<file path="src/rtl/fpu_arb_pkg.sv">
// Shared types for the fpucadd arbiter: operand bundle, rounding mode and
// the tracking entry that rides alongside the adder pipeline.
package fpu_arb_pkg;

  localparam int FP_W     = 81;  // extended operand width of fpucadd
  localparam int ID_W     = 3;   // requester index width, covers up to 8 requesters
  localparam int TAGW_MAX = 16;  // tracking tag field; requester TAGW must not exceed it

  typedef logic [2:0] rmode_t;

  typedef struct packed {
    logic [FP_W-1:0] A;
    logic [FP_W-1:0] B;
    rmode_t          rmode;
    logic            isDBL;
  } fpu_op_t;

  typedef struct packed {
    logic                vld;
    logic [ID_W-1:0]     id;
    logic [TAGW_MAX-1:0] tag;
  } trk_t;

endpackage

</file>
<file path="src/rtl/fpu_add_arbiter_rr.sv">
// Round-robin arbiter: one-hot grant searched from the pointer, pointer moves
// to winner+1 only when a grant is issued.
module rr_arbiter
  import fpu_arb_pkg::*;
#(
  parameter int NREQ = 4
) (
  input  logic            clk,
  input  logic            rst,
  input  logic [NREQ-1:0] req,
  input  logic            en,
  output logic [NREQ-1:0] gnt,
  output logic [ID_W-1:0] gnt_id
);

  logic [ID_W-1:0]   ptr_q, ptr_d;
  logic [2*NREQ-1:0] rot;
  logic [ID_W:0]     sum;
  logic              found;

  // Rotate requests so the pointer sits at bit 0, take the first set bit,
  // then map the offset back to an absolute requester index.
  always_comb begin
    rot   = {req, req} >> ptr_q;
    found = 1'b0;
    sum   = {1'b0, ptr_q};
    for (int k = 0; k < NREQ; k++) begin
      if (!found && en && rot[k]) begin
        found = 1'b1;
        sum   = {1'b0, ptr_q} + (ID_W+1)'(k);
      end
    end
    if (sum >= (ID_W+1)'(NREQ)) sum = sum - (ID_W+1)'(NREQ);
    gnt_id = found ? sum[ID_W-1:0] : '0;
    gnt    = '0;
    for (int i = 0; i < NREQ; i++) gnt[i] = found && (int'(sum) == i);
    ptr_d = ptr_q;
    if (found) ptr_d = (int'(gnt_id) == NREQ-1) ? '0 : gnt_id + ID_W'(1);
  end

  // Pointer register.
  always_ff @(posedge clk) begin
    if (rst) ptr_q <= '0;
    else     ptr_q <= ptr_d;
  end

endmodule

</file>
<file path="src/rtl/fpu_add_arbiter.sv">
// Shares one fixed-latency, non-stallable fpucadd among NREQ requesters.
// Grants one op per cycle round-robin, registers it onto the adder inputs and
// carries {valid, id, tag} down a shift register aligned with the adder
// latency so each result returns one-hot to its originator.
// Optional flush port and in-flight kill: define FPU_ARB_FLUSH_EN.
module fpu_add_arbiter
  import fpu_arb_pkg::*;
#(
  parameter int NREQ = 4,
  parameter int LAT  = 3,
  parameter int TAGW = 6
) (
  input  logic                 clk,
  input  logic                 rst,
  input  logic [NREQ-1:0]      req_valid,
  output logic [NREQ-1:0]      req_ready,
  input  logic [NREQ*FP_W-1:0] req_A,
  input  logic [NREQ*FP_W-1:0] req_B,
  input  logic [NREQ*3-1:0]    req_rmode,
  input  logic [NREQ-1:0]      req_isDBL,
  input  logic [NREQ*TAGW-1:0] req_tag,
  input  logic                 issue_hold,
  output logic [FP_W-1:0]      fpu_A,
  output logic [FP_W-1:0]      fpu_B,
  output logic [2:0]           fpu_rmode,
  output logic                 fpu_isDBL,
  output logic                 fpu_en,
  input  logic [FP_W-1:0]      fpu_res,
  output logic [NREQ-1:0]      rsp_valid,
  output logic [FP_W-1:0]      rsp_res,
  output logic [TAGW-1:0]      rsp_tag
`ifdef FPU_ARB_FLUSH_EN
  ,
  input  logic                 flush
`endif
);

  logic flush_i;
`ifdef FPU_ARB_FLUSH_EN
  assign flush_i = flush;
`else
  assign flush_i = 1'b0;
`endif

  logic [ID_W-1:0] gnt_id;
  logic            xfer;
  fpu_op_t         op_sel, fpu_op_q, fpu_op_d;
  logic [TAGW-1:0] tag_sel;

  // Stage 0 is the issue register (concurrent with fpu_*); stage LAT lines up
  // with fpu_res for the same op.
  trk_t [LAT:0]    trk_q, trk_d;

  logic [NREQ-1:0] rsp_valid_q, rsp_valid_d;
  logic [FP_W-1:0] rsp_res_q, rsp_res_d;
  logic [TAGW-1:0] rsp_tag_q, rsp_tag_d;

  rr_arbiter #(.NREQ(NREQ)) u_rr (
    .clk   (clk),
    .rst   (rst),
    .req   (req_valid),
    .en    (!rst && !issue_hold && !flush_i),
    .gnt   (req_ready),
    .gnt_id(gnt_id)
  );

  assign xfer = |req_ready;

  // Select the winner's operands; grant is one-hot so an OR-mux suffices.
  always_comb begin
    op_sel  = '0;
    tag_sel = '0;
    for (int i = 0; i < NREQ; i++) begin
      if (req_ready[i]) begin
        op_sel.A     = req_A[i*FP_W +: FP_W];
        op_sel.B     = req_B[i*FP_W +: FP_W];
        op_sel.rmode = req_rmode[i*3 +: 3];
        op_sel.isDBL = req_isDBL[i];
        tag_sel      = req_tag[i*TAGW +: TAGW];
      end
    end
  end

  // Next state: adder inputs hold when idle, tracking shifts every cycle,
  // response captures fpu_res only when the aligned tracking entry is live.
  always_comb begin
    fpu_op_d = xfer ? op_sel : fpu_op_q;

    trk_d[0].vld = xfer;
    trk_d[0].id  = gnt_id;
    trk_d[0].tag = TAGW_MAX'(tag_sel);
    for (int k = 1; k <= LAT; k++) trk_d[k] = trk_q[k-1];
    if (flush_i) begin
      for (int k = 0; k <= LAT; k++) trk_d[k].vld = 1'b0;
    end

    rsp_valid_d = '0;
    rsp_res_d   = rsp_res_q;
    rsp_tag_d   = rsp_tag_q;
    if (trk_q[LAT].vld && !flush_i) begin
      rsp_valid_d = NREQ'(1) << trk_q[LAT].id;
      rsp_res_d   = fpu_res;
      rsp_tag_d   = TAGW'(trk_q[LAT].tag);
    end
  end

  // Issue, tracking and response registers.
  always_ff @(posedge clk) begin
    if (rst) begin
      fpu_op_q    <= '0;
      trk_q       <= '0;
      rsp_valid_q <= '0;
      rsp_res_q   <= '0;
      rsp_tag_q   <= '0;
    end else begin
      fpu_op_q    <= fpu_op_d;
      trk_q       <= trk_d;
      rsp_valid_q <= rsp_valid_d;
      rsp_res_q   <= rsp_res_d;
      rsp_tag_q   <= rsp_tag_d;
    end
  end

  assign fpu_A     = fpu_op_q.A;
  assign fpu_B     = fpu_op_q.B;
  assign fpu_rmode = fpu_op_q.rmode;
  assign fpu_isDBL = fpu_op_q.isDBL;
  assign fpu_en    = !rst;
  // A response landing in a flush cycle is suppressed along with the rest.
  assign rsp_valid = rsp_valid_q & {NREQ{!flush_i}};
  assign rsp_res   = rsp_res_q;
  assign rsp_tag   = rsp_tag_q;

endmodule

</file>
<file path="config.mk">
export PLATFORM = sky130hd
export DESIGN_NAME = fpu_add_arbiter
export DESIGN_NICKNAME = d
export VERILOG_FILES = /design/src/rtl/fpu_arb_pkg.sv /design/src/rtl/fpu_add_arbiter_rr.sv /design/src/rtl/fpu_add_arbiter.sv
export SDC_FILE = /design/constraint.sdc
export NUM_CORES = 1
export LEC_CHECK = 0
export CAP_MARGIN = 20
export CORE_AREA = 3 3 406 408
export CTS_CLUSTER_SIZE = 25
export DETAILED_ROUTE_END_ITERATION = 12
export DIE_AREA = 0 0 409 411
export PLACE_DENSITY = 0.37
export RECOVER_POWER = 50
export SETUP_SLACK_MARGIN = 0.5
export SLEW_MARGIN = 10
export SYNTH_ARGS = -nofsm -noshare
export SYNTH_HDL_FRONTEND = slang
export SYNTH_SLANG_ARGS = --single-unit
</file>
<file path="constraint.sdc">
create_clock -name clk -period 3.72 [get_ports clk]
set_clock_uncertainty 0.05 [all_clocks]
set_input_delay 0.744 -clock clk [delete_from_list [all_inputs] [get_ports clk]]
set_output_delay 0.744 -clock clk [all_outputs]
set_load 0.01 [all_outputs]
</file>
Word-level counts from Yosys, hierarchy flattened
Cells that the tools add are included.
{"block": "word_totals", "ff_bits": 300, "inputBits": 776, "out_inout_bits": 262, "elab_cells": 71}
{"block": "op_classes", "n_addsub": 5, "n_lt_le_gt_ge": 1, "n_eq_ne": 4, "shift": 2, "muxes": 18, "bitwise_logic": 1, "reduce_logical": 20}
{"op": "166-bit two-way mux", "n": 4}
{"op": "6-bit two-way mux", "n": 4}
{"op": "4-bit two-way mux", "n": 4}
{"op": "1-bit logical AND", "n": 12}
{"op": "3-bit by 2-bit adder with 4-bit output (second input constant)", "n": 2}
{"op": "4-bit by 3-bit equality test with 1-bit output (second input constant)", "n": 2}
{"op": "8-bit by 3-bit >> shifter with 4-bit output", "n": 1}
{"op": "3-bit two-way mux", "n": 2}
{"op": "1-bit logical NOT", "n": 5}
{"op": "3-bit by 1-bit adder with 4-bit output (second input constant)", "n": 1}
{"op": "4-bit by 2-bit equality test with 1-bit output (second input constant)", "n": 1}
{"op": "4-bit by 3-bit greater-or-equal comparator with 1-bit output (second input constant)", "n": 1}
{"op": "4-bit logical NOT", "n": 1}
{"op": "1-bit two-way mux", "n": 4}
{"op": "4-bit OR reduction", "n": 1}
{"op": "1-bit by 3-bit left shift with 4-bit output (first input constant)", "n": 1}
{"op": "4-bit by 3-bit subtractor with 4-bit output (second input constant)", "n": 1}
{"op": "3-bit by 1-bit adder with 3-bit output (second input constant)", "n": 1}
{"op": "3-bit equality test (second input constant)", "n": 1}
{"op": "2-bit OR reduction", "n": 1}
{"op": "1-bit NOT", "n": 1}

Longest topological paths before layout
Gate-level depths: netlist (run 1).
{"block": "logic_depth", "word_depth": 24, "depth_mapped": 13, "ltp_nobuf": 9}

By module
A second synthesis (run 1) with hierarchy kept.
{"block": "hier_totals", "hier_cells": 1641, "hier_area_um2": 14134.8}
{"module": "fpu_add_arbiter", "n_inst": 1, "cells_each": 1544, "area_each_um2": 13376.6, "seq_area_each_um2": 5945.7}
{"module": "rr_arbiter", "n_inst": 1, "cells_each": 97, "area_each_um2": 758.2, "seq_area_each_um2": 60.1}

Least setup slack after synthesis (run 1)
Ideal clock, no wire load.
{"block": "synth_timing", "kind": "input to output", "from": "in rst", "to": "out req_ready[2]", "arrival_ns": 2.929, "required_time_ns": 2.926, "path_slack_ns": -0.003, "stages": 12, "path_buffers": 6, "cell_sequence": "buf_2 or2_0 clkbuf_1 o31ai_1 a21oi_1 a211o_1 clkbuf_1 nand2_1 buf_2 buf_4 buf_4 nor3_1"}
{"block": "synth_between", "elab_chain_cells": 20, "word_cells_on_any_way": 24, "cone_classes": "1 x add/sub; 1 x order compare; 1 x eq/ne; 8 x mux; 13 x reduce/logical"}
{"element": "start: declaration", "line_no": "fpu_add_arbiter.sv:14", "rtl": "input logic rst,"}
{"element": "1-bit logical NOT (*)", "line_no": "fpu_add_arbiter.sv:62", "rtl": ".en (!rst && !issue_hold && !flush_i),"}
{"element": "1-bit logical AND (*)", "line_no": "fpu_add_arbiter.sv:62"}
{"element": "1-bit logical AND", "line_no": "fpu_add_arbiter_rr.sv:28", "rtl": "if (!found && en && rot[k]) begin"}
{"element": "1-bit two-way mux", "line_no": "fpu_add_arbiter_rr.sv:28"}
{"element": "1-bit logical NOT", "line_no": "fpu_add_arbiter_rr.sv:28"}
{"element": "1-bit logical AND (2 in series)", "line_no": "fpu_add_arbiter_rr.sv:28"}
{"element": "1-bit two-way mux", "line_no": "fpu_add_arbiter_rr.sv:28"}
{"element": "1-bit logical NOT", "line_no": "fpu_add_arbiter_rr.sv:28"}
{"element": "1-bit logical AND (2 in series)", "line_no": "fpu_add_arbiter_rr.sv:28"}
{"element": "1-bit two-way mux", "line_no": "fpu_add_arbiter_rr.sv:28"}
{"element": "1-bit logical NOT", "line_no": "fpu_add_arbiter_rr.sv:28"}
{"element": "1-bit logical AND (2 in series)", "line_no": "fpu_add_arbiter_rr.sv:28"}
{"element": "4-bit two-way mux", "line_no": "fpu_add_arbiter_rr.sv:28"}
{"element": "4-bit by 3-bit subtractor with 4-bit output / 4-bit by 3-bit greater-or-equal comparator with 1-bit output (equally long branches)", "line_no": "fpu_add_arbiter_rr.sv:33", "rtl": "if (sum >= (ID_W+1)'(NREQ)) sum = sum - (ID_W+1)'(NREQ);"}
{"element": "4-bit two-way mux", "line_no": "fpu_add_arbiter_rr.sv:33"}
{"element": "4-bit by 3-bit equality test with 1-bit output", "line_no": "fpu_add_arbiter_rr.sv:36", "rtl": "for (int i = 0; i < NREQ; i++) gnt[i] = found && (int'(sum) == i);"}
{"element": "1-bit logical AND (*)", "line_no": "fpu_add_arbiter_rr.sv:36"}
{"element": "end: declaration", "line_no": "fpu_add_arbiter.sv:16", "rtl": "output logic [NREQ-1:0] req_ready,"}
Mark *: on every way between the ends. The rest lies on a longest branch, timed or not.

Worst setup path after layout (run 1)
{"block": "layout_timing", "from": "reg u_rr.ptr_q[0]", "to": "out req_ready[3]"}
{"block": "layout_between", "elab_chain_cells": 19, "word_cells_on_any_way": 26, "cone_classes": "4 x add/sub; 1 x order compare; 1 x eq/ne; 1 x shift; 8 x mux; 11 x reduce/logical"}
{"element": "start: declaration", "line_no": "fpu_add_arbiter_rr.sv:16", "rtl": "logic [ID_W-1:0] ptr_q, ptr_d;"}
{"element": "start signal: assignment", "line_no": "fpu_add_arbiter_rr.sv:44", "rtl": "else ptr_q <= ptr_d;"}
{"element": "8-bit by 3-bit >> shifter with 4-bit output", "line_no": "fpu_add_arbiter_rr.sv:24", "rtl": "rot = {req, req} >> ptr_q;"}
{"element": "1-bit logical AND", "line_no": "fpu_add_arbiter_rr.sv:28"}
{"element": "1-bit two-way mux", "line_no": "fpu_add_arbiter_rr.sv:28"}
{"element": "1-bit logical NOT", "line_no": "fpu_add_arbiter_rr.sv:28"}
{"element": "1-bit logical AND (2 in series)", "line_no": "fpu_add_arbiter_rr.sv:28"}
{"element": "1-bit two-way mux", "line_no": "fpu_add_arbiter_rr.sv:28"}
{"element": "1-bit logical NOT", "line_no": "fpu_add_arbiter_rr.sv:28"}
{"element": "1-bit logical AND (2 in series)", "line_no": "fpu_add_arbiter_rr.sv:28"}
{"element": "1-bit two-way mux", "line_no": "fpu_add_arbiter_rr.sv:28"}
{"element": "1-bit logical NOT", "line_no": "fpu_add_arbiter_rr.sv:28"}
{"element": "1-bit logical AND (2 in series)", "line_no": "fpu_add_arbiter_rr.sv:28"}
{"element": "4-bit two-way mux", "line_no": "fpu_add_arbiter_rr.sv:28"}
{"element": "4-bit by 3-bit subtractor with 4-bit output / 4-bit by 3-bit greater-or-equal comparator with 1-bit output (equally long branches)", "line_no": "fpu_add_arbiter_rr.sv:33"}
{"element": "4-bit two-way mux", "line_no": "fpu_add_arbiter_rr.sv:33"}
{"element": "4-bit by 3-bit equality test with 1-bit output", "line_no": "fpu_add_arbiter_rr.sv:36"}
{"element": "1-bit logical AND (*)", "line_no": "fpu_add_arbiter_rr.sv:36"}
Marked as above.

==> qor.yml, run 1 <==
p_sw_share_pct: 36.5
area_delta_synth_final_pct: 124
power.density_nw_per_um2: 453
fin_crit_ns: 3.76
finalNetCount: 3829
worstPathMaxFanout: 6
wirelength_mm: 144
cts_hold_buf: 0
tritoncts: "done"
drt_iter0_drc: 1210
rsz0062_at_grt: "true"
power_switching_uw: 5820
insertion_delay_ns: 0.63
grt_pass1_vias: 21200
grt_max_degree: 91
leakage_uw: 0.0123
drv_cap: 2
slew_violations: 74
grt_first_pass_wirelength_mm: 185
die-area_um2: 168000
synth_warnings: 0
wl_per_cell_um: 27.3
violations: "capacitance limit, slew limit, setup timing"
port_buffers: 1037
ant_nets: 0
grt_overflow: 0
drive_gt1_share_pct: 18.3
fp-row-count: 148
die_x_um: 409
finalCritPeriodShare_pct: 101
avgViaCountPerCell: 3.94
fp.coreArea_um2: 162000
clockRootBuffer: "clkbuf_16"
global_route.usage.total_pct: 15.8
status: "finished with violations"
slew_headroom_pct: -94.9
critPathLaunchType: "register"
ys_seq_elements: 300
numCtsBuffers: 47
clock_tree.buffer_depth: 3
final_cells: 5282
crit_type: "reg2out"
vdd_drop_max_uv: 314
via_count: 20800
ios: 1038
n_fill_cell: 17900
tightest_slew_ns: 2.92
setup_viol: 2
p_seq_share_pct: 23.9
clkPwrFrac_pct: 31.5
comb_power_share_pct: 44.6
antenna_found_initial: 46
p_int_uw: 10100
synth_cells: 1851
drt-pass1-iter-count: 7
yosysUniqueCellTypes: 58
hold_class: "reg2reg"
setup_ws_ns: -0.0393
start_util_pct: 9.70
path_clk_slew_ns: 0.06
synthesis.nets: 2632
dp_slack_ns: -0.768
fin_tns_setup_ns: -0.0679
cts.sinks: 300
dp_hpwl_mm: 100
syn_area_um2: 15700
worstSetupEndpointType: "output port"
drc: 0
hold_viol_final: 0
avgSynthCellArea_um2: 8.49
worstPathRequired_ns: 2.93
die_h_um: 411
fmax_mhz: 266
dp_cells: 5059
finalWeightedCongestion: 0.890
worstPathArrival_ns: 2.97
yosysSeqAreaShare_pct: 38.2
h-tree-depth: 2
[area by class of cell]
class	count	area, µm²	area share [%]
clock inverters	19	357	1.01
clock buffers	67	1320	3.76
well taps	2175	2720	7.73
multi-input cells	1326	9750	27.7
repair buffers	1363	14900	42.4
flip-flops and latches	300	6010	17.1
inverters	10	43.8	0.124
diodes	22	55.1	0.156
[final timing paths]
kind,from,endpoint,slack [ns],cells past startpoint
worst max-delay path,u_rr.ptr_q[0],req_ready[3],-0.04,10
worst min-delay path,trk_d[24],trk_d[44],0.38,1
worst max register to register,u_rr.ptr_q[0],fpu_B[19],0.20,16
worst min register to register,trk_d[24],trk_d[44],0.38,1
[critical path, cell delays in order, from the launching register on]
cell	delay [ns]
dfxtp_4	0.36
buf_6	0.12
a211o_1	0.27
a211o_4	0.31
buf_6	0.13
a2111oi_4	0.39
o32ai_4	0.21
buf_6	0.16
nand3_4	0.08
clkinvlp_4	0.15
buf_6	0.16
[registers in the layout, indices dropped and copies added, names as in the netlist]
register,cells
rsp_res,81
fpu_B,81
fpu_A,81
fpu_rmode,3
rsp_valid,4
trk_q,10
trk_d,30
fpu_isDBL,1
u_rr.ptr_q,3
rsp_tag,6
[per-layer routing]
| metal | routed length (µm) | track usage (%) | vias to the layer above |
|---|---|---|---|
| met3 | 13000 | 6.00 | 212 |
| met4 | 4230 | 5.16 | 18 |
| met2 | 69900 | 27.0 | 981 |
| met5 | 114 | 0 | - |
| li1 | - | - | 9436 |
| met1 | 57000 | 18.2 | 10200 |
[timing repair]
action | CTS | global route
setup endpoints to repair | 177 | 174
resized for setup | 266 | 182
cloned | 31 | 15
buffers inserted | 44 | 25
pin swaps | 90 | 152
[power groups by stage]
stage,Combinational (µW),Clock [µW],Sequential [µW]
2_1_floorplan,1870,0,3950
5_1_grt,7510,5360,3840
3_3_place_gp,5360,0,3860
4_1_cts,6570,5270,3800
3_5_place_dp,5340,0,3860
6_report,7110,5020,3810
[synth_stat cells (all sizes together)]
master	number	area, µm²
a211oi	4	57.6
xnor2	1	8.76
o22a	58	508
a221o	1	10.0
nor3b	3	22.5
nor2b	32	200
or3	107	669
nor4bb	1	10.0
a32o	108	1080
nor3	70	350
o21ai	174	875
nand3	275	1390
nand2	22	85.1
mux2i	89	891
o22ai	1	6.26
o2111a	1	11.3
ha	5	62.6
nand2b	2	12.5
a311oi	64	561
clkbuf	128	485
o2111ai	3	26.3
a41o	1	10.0
o211a	2	20.0
dfxtp	300	6010
a211o	6	61.3
o31ai	2	15.0
inv	10	37.5
buf	87	448
nor2	95	364
o211ai	1	7.51
a32oi	1	8.76
mux2	1	11.3
and2	62	388
o32ai	3	45.1
o21a	108	811
o31a	1	8.76
a2111oi	2	20.0
and3b	2	17.5
a21boi	2	18.8
or2	2	12.5
and3	5	31.3
a21oi	9	48.8
[stage by stage]
stage	util [%]	power, µW	hold slack [ns]	area (µm²)
floorplan	-	5820	0.364	15800
global placement	18.6	9230	0.367	30100
detailed placement	18.6	9200	0.372	30100
CTS	20.9	15600	0.385	33900
global route	21.7	16700	0.408	35200
finish	21.7	15900	0.384	35200
[kinds of logic after synthesis]
family	Yosys count	share of synthesized area, %
buf+inv	225	6.18
xor+xnor	1	0.0558
mux	90	5.74
simple gates	678	22.6
compound gates	552	26.8
fa+ha+maj	5	0.398
flops	300	38.2
[cells in the final DEF (no fill, tap or decap), drive strengths merged, types with 6 or more instances in the layout]
cell type,count
nand2,22
o21ai,174
inv,11
nor2b,32
diode,22
o22a,58
clkdlybuf4s50,995
dfxtp,300
clkinv,8
nor3,70
nand3,275
a32o,108
dlygate4sd3,33
mux2i,89
a21oi,9
a211o,6
o21a,108
a311oi,64
nor2,95
bufinv,8
and2,62
or3,107
clkbuf,82
buf,313
Note: power is estimated with default switching activity, not from simulation.
==> inputs of run 2 (changes only) <==
--- a/config.mk
+++ b/config.mk
@@ -12,6 +12,7 @@
 export DIE_AREA = 0 0 409 411
 export PLACE_DENSITY = 0.37
 export RECOVER_POWER = 50
+export REMOVE_ABC_BUFFERS = 1
 export SETUP_SLACK_MARGIN = 0.5
 export SLEW_MARGIN = 10
 export SYNTH_ARGS = -nofsm -noshare
==> run 2 against run 1 <==
Effect of this change:
- the flow finishes with violations (capacitance limit, slew limit)
- utilization is 0.81 points lower
- combinational power is 11% lower
- clock-buffer cell count is 1 higher
- die area stayed put
- total power is 7.6% lower
- critical path type is now in2out
==> qor.yml, run 2 (synthesized netlist as in run 1, its figures left out) <==
status: "finished with violations"
violations: "capacitance limit, slew limit"
worstPathArrival_ns: 2.75
final_cells: 5249
fp.coreArea_um2: 162000
clockRootBuffer: "clkbuf_16"
crit_end: "req_ready[2]"
clock_tree.buffer_depth: 3
tightest_slew_ns: 1.94
cp_top_family: "compound AO/OA/AOI/OAI gates"
fin_crit_ns: 3.55
ios: 1038
slew_headroom_pct: -29.4
crit_chain: "dlygate4sd2_1, a211o_1, a211o_4, a211oi_4, buf_6, buf_4, a211o_4, nand2_4, nor3_4, buf_2"
power_switching_uw: 5400
finalNetCount: 3803
die_h_um: 411
h-tree-depth: 2
insertion_delay_ns: 0.61
fp-row-count: 148
fin_util_pct: 20.9
dp_slack_ns: -0.842
drv_cap: 2
slowest_delay_ns: 0.31
fmax_mhz: 282
leakage_uw: 0.0122
port_buffers: 1037
avgViaCountPerCell: 3.90
finalWeightedCongestion: 0.880
grt_max_degree: 69
global_route.usage.total_pct: 15.6
numCtsBuffers: 47
setup_ws_ns: 0.172
worstPathRequired_ns: 2.93
cp.depth: 10
p_seq_share_pct: 25.9
critPathLaunchType: "primary input"
path_clk_slew_ns: 0.05
wl_per_cell_um: 27.5
power_uw: 14700
grt_first_pass_wirelength_mm: 183
tritoncts: "done"
drive_gt1_share_pct: 15.4
grt_overflow: 0
multi_input_area_um2: 9300
cts.sinks: 300
area.sequential_um2: 6010
cp_slowest_cell: "a211o_4"
via_count: 20500
worstRegToRegCells: 15
die-area_um2: 168000
area_delta_synth_final_pct: 116
p_int_uw: 9330
die_x_um: 409
final_cell_mix: "clkdlybuf4s50_1, dfxtp_1, nand3_1"
whs_ns: 0.381
worstPathMaxFanout: 5
vdd_drop_max_uv: 322
rsz0062_at_grt: "true"
startpoint: "req_valid[2]"
r2r_start: "u_rr.ptr_q[0]"
start_util_pct: 9.70
r2r-end: "fpu_B[38]"
dp_hpwl_mm: 106
setup_viol: 0
grt_pass1_vias: 20700
hold_viol_final: 0
ant_nets: 0
power.density_nw_per_um2: 435
antenna_found_initial: 42
crit_path_frequent_cell: "a211o_4"
path_buf_inv: 4
crit_type: "in2out"
worstSetupEndpointType: "output port"
whs_path_depth: 1
p_sw_share_pct: 36.6
drt-pass1-iter-count: 5
comb_power_share_pct: 43.0
slew_violations: 67
finalCritPeriodShare_pct: 95.4
hold_class: "reg2reg"
clkPwrFrac_pct: 31.1
dp_cells: 5069
n_fill_cell: 17900
r2r_setup_slack_ns: 0.32
drt_iter0_drc: 1368
wirelength_mm: 144
mostFrequentLayoutCell: "clkdlybuf4s50_1"
drc: 0
==> run 2: metal layers <==
layer	global-route usage (%)	vias up	part of all wire, %
met3	4.59	172	7.2
li1	-	9370	-
met2	28.7	884	52
met1	17.5	10000	38
met5	0	-	0.043
met4	3.96	10	2.5
==> run 2: worst min path at each step <==
| stage | from | slack, ns | to |
|---|---|---|---|
| after floorplan | trk_d[20] | 0.36 | trk_d[40] |
| after global placement | trk_d[40] | 0.37 | trk_d[60] |
| after detailed placement | trk_d[59] | 0.37 | trk_d[79] |
| after CTS | trk_d[62] | 0.38 | trk_q[62] |
| after global routing | trk_d[40] | 0.40 | trk_d[60] |
| final | trk_d[62] | 0.38 | trk_q[62] |
==> run 2: timing repair <==
action,4_1_cts,5_1_grt
pin swaps,22,68
cloned,16,16
buffers inserted,21,26
hold buffers,0,0
endpoints found under the setup margin,170,166
resized for setup,104,137
==> run 2: power by group through the flow <==
stage / registers (µW) / clock network (µW) / logic, µW
after floorplan: 3960 / 0 / 1650
after global placement: 3880 / 0 / 5400
after detailed placement: 3880 / 0 / 5370
after CTS: 3820 / 4820 / 5870
after global routing: 3840 / 4890 / 6720
final: 3810 / 4590 / 6330
==> run 2: area by class of cell <==
class	count	area share, %
clock buffers	68	3.91
inverters	10	0.140
repair buffers	1337	42.0
well taps	2175	8.03
diodes	17	0.126
clock inverters	16	0.610
flip-flops and latches	300	17.8
multi-input cells	1326	27.5
==> run 2: through the flow <==
step / TNS (ns) / cell area (µm²)
after CTS: 0 / 32700
after global routing: 0 / 33800
after floorplan: -773.57 / 14800
after global placement: -67.26 / 30100
final: 0 / 33900
after detailed placement: -66.57 / 30100
